$ cat src/rtl/lock_pkg.sv
// Shared definitions for the combination lock: code geometry, reset code and
// the programming FSM encoding, used by both writer and reader.
package lock_pkg;
  localparam int NUM_DIGITS = 4;
  localparam int DIGIT_W    = 4;
  localparam int CODE_W     = NUM_DIGITS * DIGIT_W;
  localparam int IDX_W      = (NUM_DIGITS > 1) ? $clog2(NUM_DIGITS) : 1;
  localparam logic [CODE_W-1:0] DEFAULT_CODE = 16'h1234;

  typedef enum logic [1:0] {
    ST_IDLE   = 2'd0,
    ST_FIRST  = 2'd1,
    ST_SECOND = 2'd2,
    ST_CHECK  = 2'd3
  } prog_state_e;

  // Replace slot idx of a code word; digit 0 lives in the MSBs.
  function automatic logic [CODE_W-1:0] set_digit(input logic [CODE_W-1:0] b,
                                                  input logic [IDX_W-1:0]  idx,
                                                  input logic [DIGIT_W-1:0] d);
    logic [CODE_W-1:0] r;
    r = b;
    for (int i = 0; i < NUM_DIGITS; i++)
      if (idx == IDX_W'(i)) r[CODE_W-1-i*DIGIT_W -: DIGIT_W] = d;
    return r;
  endfunction
endpackage

$ cat src/rtl/lock_code_writer_digit_entry.sv
// Digit editor: current digit value and slot index, with increment, accept
// (advance to next slot) and clear; flags when the last slot is selected.
module digit_entry
  import lock_pkg::*;
(
  input  logic               clk,
  input  logic               rst,
  input  logic               inc,
  input  logic               accept,
  input  logic               clr,
  output logic [DIGIT_W-1:0] cur_digit,
  output logic [IDX_W-1:0]   digit_idx,
  output logic               last_digit
);
  logic [DIGIT_W-1:0] cur_q, cur_d;
  logic [IDX_W-1:0]   idx_q, idx_d;

  assign last_digit = (idx_q == IDX_W'(NUM_DIGITS-1));

  always_comb begin
    cur_d = cur_q;
    idx_d = idx_q;
    if (clr) begin
      cur_d = '0;
      idx_d = '0;
    end else if (accept) begin
      cur_d = '0;
      idx_d = last_digit ? '0 : idx_q + IDX_W'(1);
    end else if (inc) begin
      cur_d = cur_q + DIGIT_W'(1);  // natural wrap at 2**DIGIT_W
    end
  end

  always_ff @(posedge clk or posedge rst) begin
    if (rst) begin
      cur_q <= '0;
      idx_q <= '0;
    end else begin
      cur_q <= cur_d;
      idx_q <= idx_d;
    end
  end

  assign cur_digit = cur_q;
  assign digit_idx = idx_q;
endmodule

$ cat src/rtl/lock_code_writer.sv
// Code-programming FSM: the new code is entered twice, compared, and only a
// matching pair is committed to the code driven to the lock.
module lock_code_writer
  import lock_pkg::*;
#(
  parameter int TIMEOUT_TICKS = 64
) (
  input  logic               clk,
  input  logic               rst,
  input  logic               tick,
  input  logic               unlocked,
  input  logic               prog_req,
  input  logic               next_pulse,
  input  logic               enter_pulse,
  output logic [CODE_W-1:0]  code,
  output logic               busy,
  output logic [IDX_W-1:0]   digit_idx,
  output logic [DIGIT_W-1:0] cur_digit,
  output logic               done,
  output logic               err
);
  prog_state_e       state_q, state_d;
  logic [CODE_W-1:0] code_q, code_d, buf1_q, buf1_d, buf2_q, buf2_d;
  logic [7:0]        cnt_q, cnt_d;
  logic              done_q, done_d, err_q, err_d;
  logic              inc, accept, clr, last_digit;

  digit_entry u_entry (
    .clk        (clk),
    .rst        (rst),
    .inc        (inc),
    .accept     (accept),
    .clr        (clr),
    .cur_digit  (cur_digit),
    .digit_idx  (digit_idx),
    .last_digit (last_digit)
  );

  always_comb begin
    state_d = state_q;
    code_d  = code_q;
    buf1_d  = buf1_q;
    buf2_d  = buf2_q;
    cnt_d   = cnt_q;
    done_d  = 1'b0;
    err_d   = 1'b0;
    inc     = 1'b0;
    accept  = 1'b0;
    clr     = 1'b0;
    case (state_q)
      ST_IDLE: begin
        cnt_d = '0;
        if (prog_req && unlocked) state_d = ST_FIRST;
      end
      ST_FIRST, ST_SECOND: begin
        // enter has priority; a coincident next is dropped
        inc    = next_pulse && !enter_pulse;
        accept = enter_pulse;
        if (enter_pulse) begin
          if (state_q == ST_FIRST) buf1_d = set_digit(buf1_q, digit_idx, cur_digit);
          else                     buf2_d = set_digit(buf2_q, digit_idx, cur_digit);
        end
        if (next_pulse || enter_pulse) begin
          cnt_d = '0;
          if (enter_pulse && last_digit)
            state_d = (state_q == ST_FIRST) ? ST_SECOND : ST_CHECK;
        end else if (tick) begin
          if (cnt_q == 8'(TIMEOUT_TICKS-1)) begin
            state_d = ST_IDLE;
            err_d   = 1'b1;
            clr     = 1'b1;
            cnt_d   = '0;
          end else begin
            cnt_d = cnt_q + 8'd1;
          end
        end
      end
      ST_CHECK: begin
        state_d = ST_IDLE;
        if (buf1_q == buf2_q) begin
          code_d = buf1_q;
          done_d = 1'b1;
        end else begin
          err_d = 1'b1;
        end
      end
      default: state_d = ST_IDLE;
    endcase
  end

  always_ff @(posedge clk or posedge rst) begin
    if (rst) begin
      state_q <= ST_IDLE;
      code_q  <= DEFAULT_CODE;
      buf1_q  <= '0;
      buf2_q  <= '0;
      cnt_q   <= '0;
      done_q  <= 1'b0;
      err_q   <= 1'b0;
    end else begin
      state_q <= state_d;
      code_q  <= code_d;
      buf1_q  <= buf1_d;
      buf2_q  <= buf2_d;
      cnt_q   <= cnt_d;
      done_q  <= done_d;
      err_q   <= err_d;
    end
  end

  assign code = code_q;
  assign busy = (state_q != ST_IDLE);
  assign done = done_q;
  assign err  = err_q;
endmodule

$ cat config.mk
export PLATFORM = sky130hd
export DESIGN_NAME = lock_code_writer
export DESIGN_NICKNAME = d
export VERILOG_FILES = /design/src/rtl/lock_pkg.sv /design/src/rtl/lock_code_writer_digit_entry.sv /design/src/rtl/lock_code_writer.sv
export SDC_FILE = /design/constraint.sdc
export NUM_CORES = 1
export LEC_CHECK = 0
export ABC_AREA = 1
export CAP_MARGIN = 25
export CORE_UTILIZATION = 60
export CTS_BUF_LIST = sky130_fd_sc_hd__clkbuf_8
export CTS_CLUSTER_DIAMETER = 120
export DETAILED_ROUTE_END_ITERATION = 10
export PLACE_DENSITY = 0.84
export SYNTH_ARGS = -nofsm -noshare
export SYNTH_HDL_FRONTEND = slang
export SYNTH_SLANG_ARGS = --single-unit
$ cat constraint.sdc
create_clock -name clk -period 3.1 [get_ports clk]
set_input_delay 0.62 -clock clk [delete_from_list [all_inputs] [get_ports clk]]
set_output_delay 0.62 -clock clk [all_outputs]
set_load 0.005 [all_outputs]
==> impl_summary.md <==
Status
The run finished with clean final reports.

Timing
On the final layout, the worst clock skew is 0.009654 ns. Setup repair after global routing left no endpoint under its margin. In the finished design, the share of the clock period the worst path needs comes to 73.09%. Subtracting the final worst setup slack from the clock period gives 2.266 ns. The hold violation total from the final report is 0.

Setup violations remaining at the end of the flow were counted as 0. The final worst slack is 0.8343 ns. The setup TNS is 0 ns. The final-report max-slew violation count is 0. For the pin with the worst max-slew slack, the measured transition is 0.4642 ns. The timing-limited maximum frequency is 0.4414 GHz.

The headroom to the max-slew limit is 69.05%.

Worst hold path
The number of cells on the worst hold path is 2. The worst hold path class is flop to flop.

Global route
The global-route wire length before repair is 10.18 mm. The largest net degree at the start of global routing is 34. The global-route usage over all layers is 24.77%. After global routing the overflow that remains totals 0. The number of antenna violations at the first check in global routing is 0.

The via count of the first global-routing pass is 2258.

Routing
The violation count after the first detailed-routing iteration is 156. After detailed routing, the number of remaining DRC violations is 0. The final layout contains routed wiring with a total length of 6.338 mm. Dividing the detail-routed wire length by the instance count gives 12.65 um. Before antenna repair, the detailed router went through 4 iterations.

The total number of vias is 2547. In this run the remaining antenna-violating nets after routing total 0. The mean number of vias per cell is 5.084.

Logic synthesis
The register bit count reported by yosys is 66. The yosys synthesis warning count is 0. The synthesized cell area is 3212 um^2. Dividing the synthesized area by the synthesized cell count gives 8.321 um^2. The synthesized netlist contains 22 unique library cells. The gate count of the mapped netlist is 386. The total nets after synthesis is 404. Of the synthesized area, sequential elements account for 51.62%.

The combinational family with the most area after synthesis is simple AND/OR/NAND/NOR gates. The synthesized netlist devotes 0.8181% of its cell area to XOR and XNOR gates. After Yosys synthesis, full adders, half adders and majority gates account for 4.285% of the synthesized area.

The share of the synthesized area in compound gates (AO/OA/AOI/OAI) is 12.00%. Measured against the total synthesized area, the mux share comes to 0%. The synthesized netlist devotes 23.06% of its cell area to simple gates.

CTS
No sink is reached through more buffers than the 2 on the longest clock path. The buffer type at the clock tree root is sky130_fd_sc_hd__clkbuf_8. TritonCTS built the clock tree. The number of sinks driven by the clock tree is 66. The buffer count from post-CTS setup fixing is 0. For this design, the CTS-stage hold fixing added 0 buffers. Clock latency on the worst-skew pair, taken at its later pin, is 0.34 ns. The number of gates resized after CTS is 0.

The number of levels the H-tree was split into is 3. After clock tree synthesis, the clock-pin slew on the worst setup and hold paths is 0.06 ns. The clock buffer count from CTS is 9.

Worst setup path
In this run the worst setup path begins at state_q[0]$_DFFE_PP0P_. Data arrives at the worst endpoint at 1.65 ns. Along the worst path, the maximum fanout reaches 4. The worst setup path is captured at an output pin.

The worst setup slack for register-to-register paths is 1.20 ns. STA puts the critical path data required time at 2.48 ns. The worst setup path category is flop to output pin.

The capturing point of the worst reg2reg path is cnt_q[2]$_DFFE_PP0P_. For the worst flop-to-flop path, the logic depth is 8. In this run the critical register-to-register path is launched from state_q[0]$_DFFE_PP0P_. The worst setup path is launched from a flop. The most critical setup path has its endpoint at busy.

Floorplan
The starting density of the core is 62.49%. The die covers 5650 um^2. The number of primary I/O pins is 32. The core area is 5140 um^2. The overall die width is 75.17 um. The vertical extent of the die is 75.17 um. The standard-cell row count is 26.

Placement
The total of buffers placed on input and output ports is 31. Detailed placement ended at an HPWL of 4.432 mm. The final weighted congestion in routability-driven placement is 0.8652. OpenSTA, run right after detailed placement, puts the worst setup slack at 0.6971 ns.

Power
The highest ir drop seen on vdd is 0.4734 mV. The power per standard cell area is 878.8 nW/um^2. The total leakage power is 1.819 nW.

Cells and area
The count of nets after finishing is 444. The diode insertion count for antenna repair is 0. The share of final-layout standard cells stronger than drive strength 1 is 11.14%.

The area growth from synthesis to layout is 16.95%.

Flow run
Across the run, the number of max-cap violations was 0.
## worst min path at each step
stage | from | endpoint | slack [ns]
detailed placement | code[1]$_DFFE_PP0P_ | code[1]$_DFFE_PP0P_ | 0.47
CTS | code[9]$_DFFE_PP1P_ | code[9]$_DFFE_PP1P_ | 0.48
global route | code[1]$_DFFE_PP0P_ | code[1]$_DFFE_PP0P_ | 0.49
global placement | code[10]$_DFFE_PP0P_ | code[10]$_DFFE_PP0P_ | 0.46
floorplan | code[9]$_DFFE_PP1P_ | code[9]$_DFFE_PP1P_ | 0.47
finish | code[1]$_DFFE_PP0P_ | code[1]$_DFFE_PP0P_ | 0.48
## critical path: stages, from the launching register on
cell	delay, ns
sky130_fd_sc_hd__dfrtp_1	0.41
sky130_fd_sc_hd__inv_1	0.10
sky130_fd_sc_hd__ha_1	0.24
sky130_fd_sc_hd__inv_1	0.06
sky130_fd_sc_hd__clkdlybuf4s50_1	0.49
## placed cells by master, fill, tap and decap left out, types with 5 or more instances in the layout
cell type	Yosys	routed
sky130_fd_sc_hd__dfrtp_1	61	61
sky130_fd_sc_hd__nand4_1	6	6
sky130_fd_sc_hd__clkdlybuf4s50_1	0	31
sky130_fd_sc_hd__clkbuf_8	0	11
sky130_fd_sc_hd__nand3_1	16	16
sky130_fd_sc_hd__o21ai_2	16	16
sky130_fd_sc_hd__dfstp_2	5	5
sky130_fd_sc_hd__inv_2	7	8
sky130_fd_sc_hd__ha_1	11	11
sky130_fd_sc_hd__o21ai_0	40	40
sky130_fd_sc_hd__nand2_1	133	133
sky130_fd_sc_hd__inv_1	53	57
sky130_fd_sc_hd__nor2_1	18	18
## power breakdown
part | switching [mW] | internal, mW
clock network | 0.311 | 0.320
registers | 0.206 | 1.13
logic | 0.790 | 0.548
total | 1.31 | 1.99
## final cells by class
| class | instances | area, um^2 |
|---|---|---|
| sequential | 66 | 1658 |
| fill | 433 | 1384 |
| multi-input combinational | 256 | 1290 |
| timing repair buffer | 33 | 325.3 |
| inverter | 60 | 225.2 |
| clock buffer | 11 | 151.4 |
| tap | 70 | 87.58 |
| clock inverter | 5 | 18.77 |
## state kept, by name, indices dropped and copies added (netlist names)
name	count
buf1_q	16
buf2_q	16
code	16
cnt_q	8
u_entry.cur_digit	4
state_q	2
u_entry.digit_idx	2
done	1
err	1
## metal layers
metal	up-vias	GRT usage [%]	wire length, um
li1	1290	-	-
met4	0	12.14	116
met3	10	5.221	259
met2	55	40.84	3054
met5	-	0	0
met1	1192	31.25	2907
## Yosys cell counts
cell	instances	area, um^2
sky130_fd_sc_hd__o31ai_1	1	7.510
sky130_fd_sc_hd__o21ai_2	16	140.1
sky130_fd_sc_hd__nand4_1	6	37.54
sky130_fd_sc_hd__a21oi_1	3	15.01
sky130_fd_sc_hd__nand3_2	1	10.01
sky130_fd_sc_hd__nand3_1	16	80.08
sky130_fd_sc_hd__xor2_1	3	26.28
sky130_fd_sc_hd__dfrtp_1	61	1526
sky130_fd_sc_hd__o22ai_1	1	6.260
sky130_fd_sc_hd__inv_2	7	26.28
sky130_fd_sc_hd__ha_1	11	137.6
sky130_fd_sc_hd__buf_2	1	5.000
sky130_fd_sc_hd__nor2_2	3	18.77
sky130_fd_sc_hd__nand3_4	1	17.52
sky130_fd_sc_hd__nand2_1	133	499.2
sky130_fd_sc_hd__buf_6	3	33.78
sky130_fd_sc_hd__a21oi_4	1	16.27
sky130_fd_sc_hd__nor3_1	2	10.01
sky130_fd_sc_hd__dfstp_2	5	131.4
sky130_fd_sc_hd__inv_1	53	198.9
sky130_fd_sc_hd__o21ai_0	40	200.2
sky130_fd_sc_hd__nor2_1	18	67.56
## through the flow
stage	cells	util, %	total power, mW	hold slack [ns]	area, um^2
floorplan	386	-	2.220	0.4708	3212
global placement	485	69.77	2.609	0.4638	3586
detailed placement	485	69.77	2.669	0.4674	3586
CTS	501	73.08	3.311	0.4812	3756
global route	501	73.08	3.549	0.4932	3756
finish	501	73.08	3.301	0.4812	3756
## kinds of logic (layout without fill, tap and decap cells)
| group | count (synthesis) | in the layout |
|---|---|---|
| buffers and inverters | 64 | 109 |
| AOI/OAI and AO/OA | 62 | 62 |
| and+or+nand+nor | 180 | 180 |
| xor gates and xnor gates | 3 | 3 |
| DFF | 66 | 66 |
| adders and majority gates | 11 | 11 |
(Power assumes the default switching activity.)
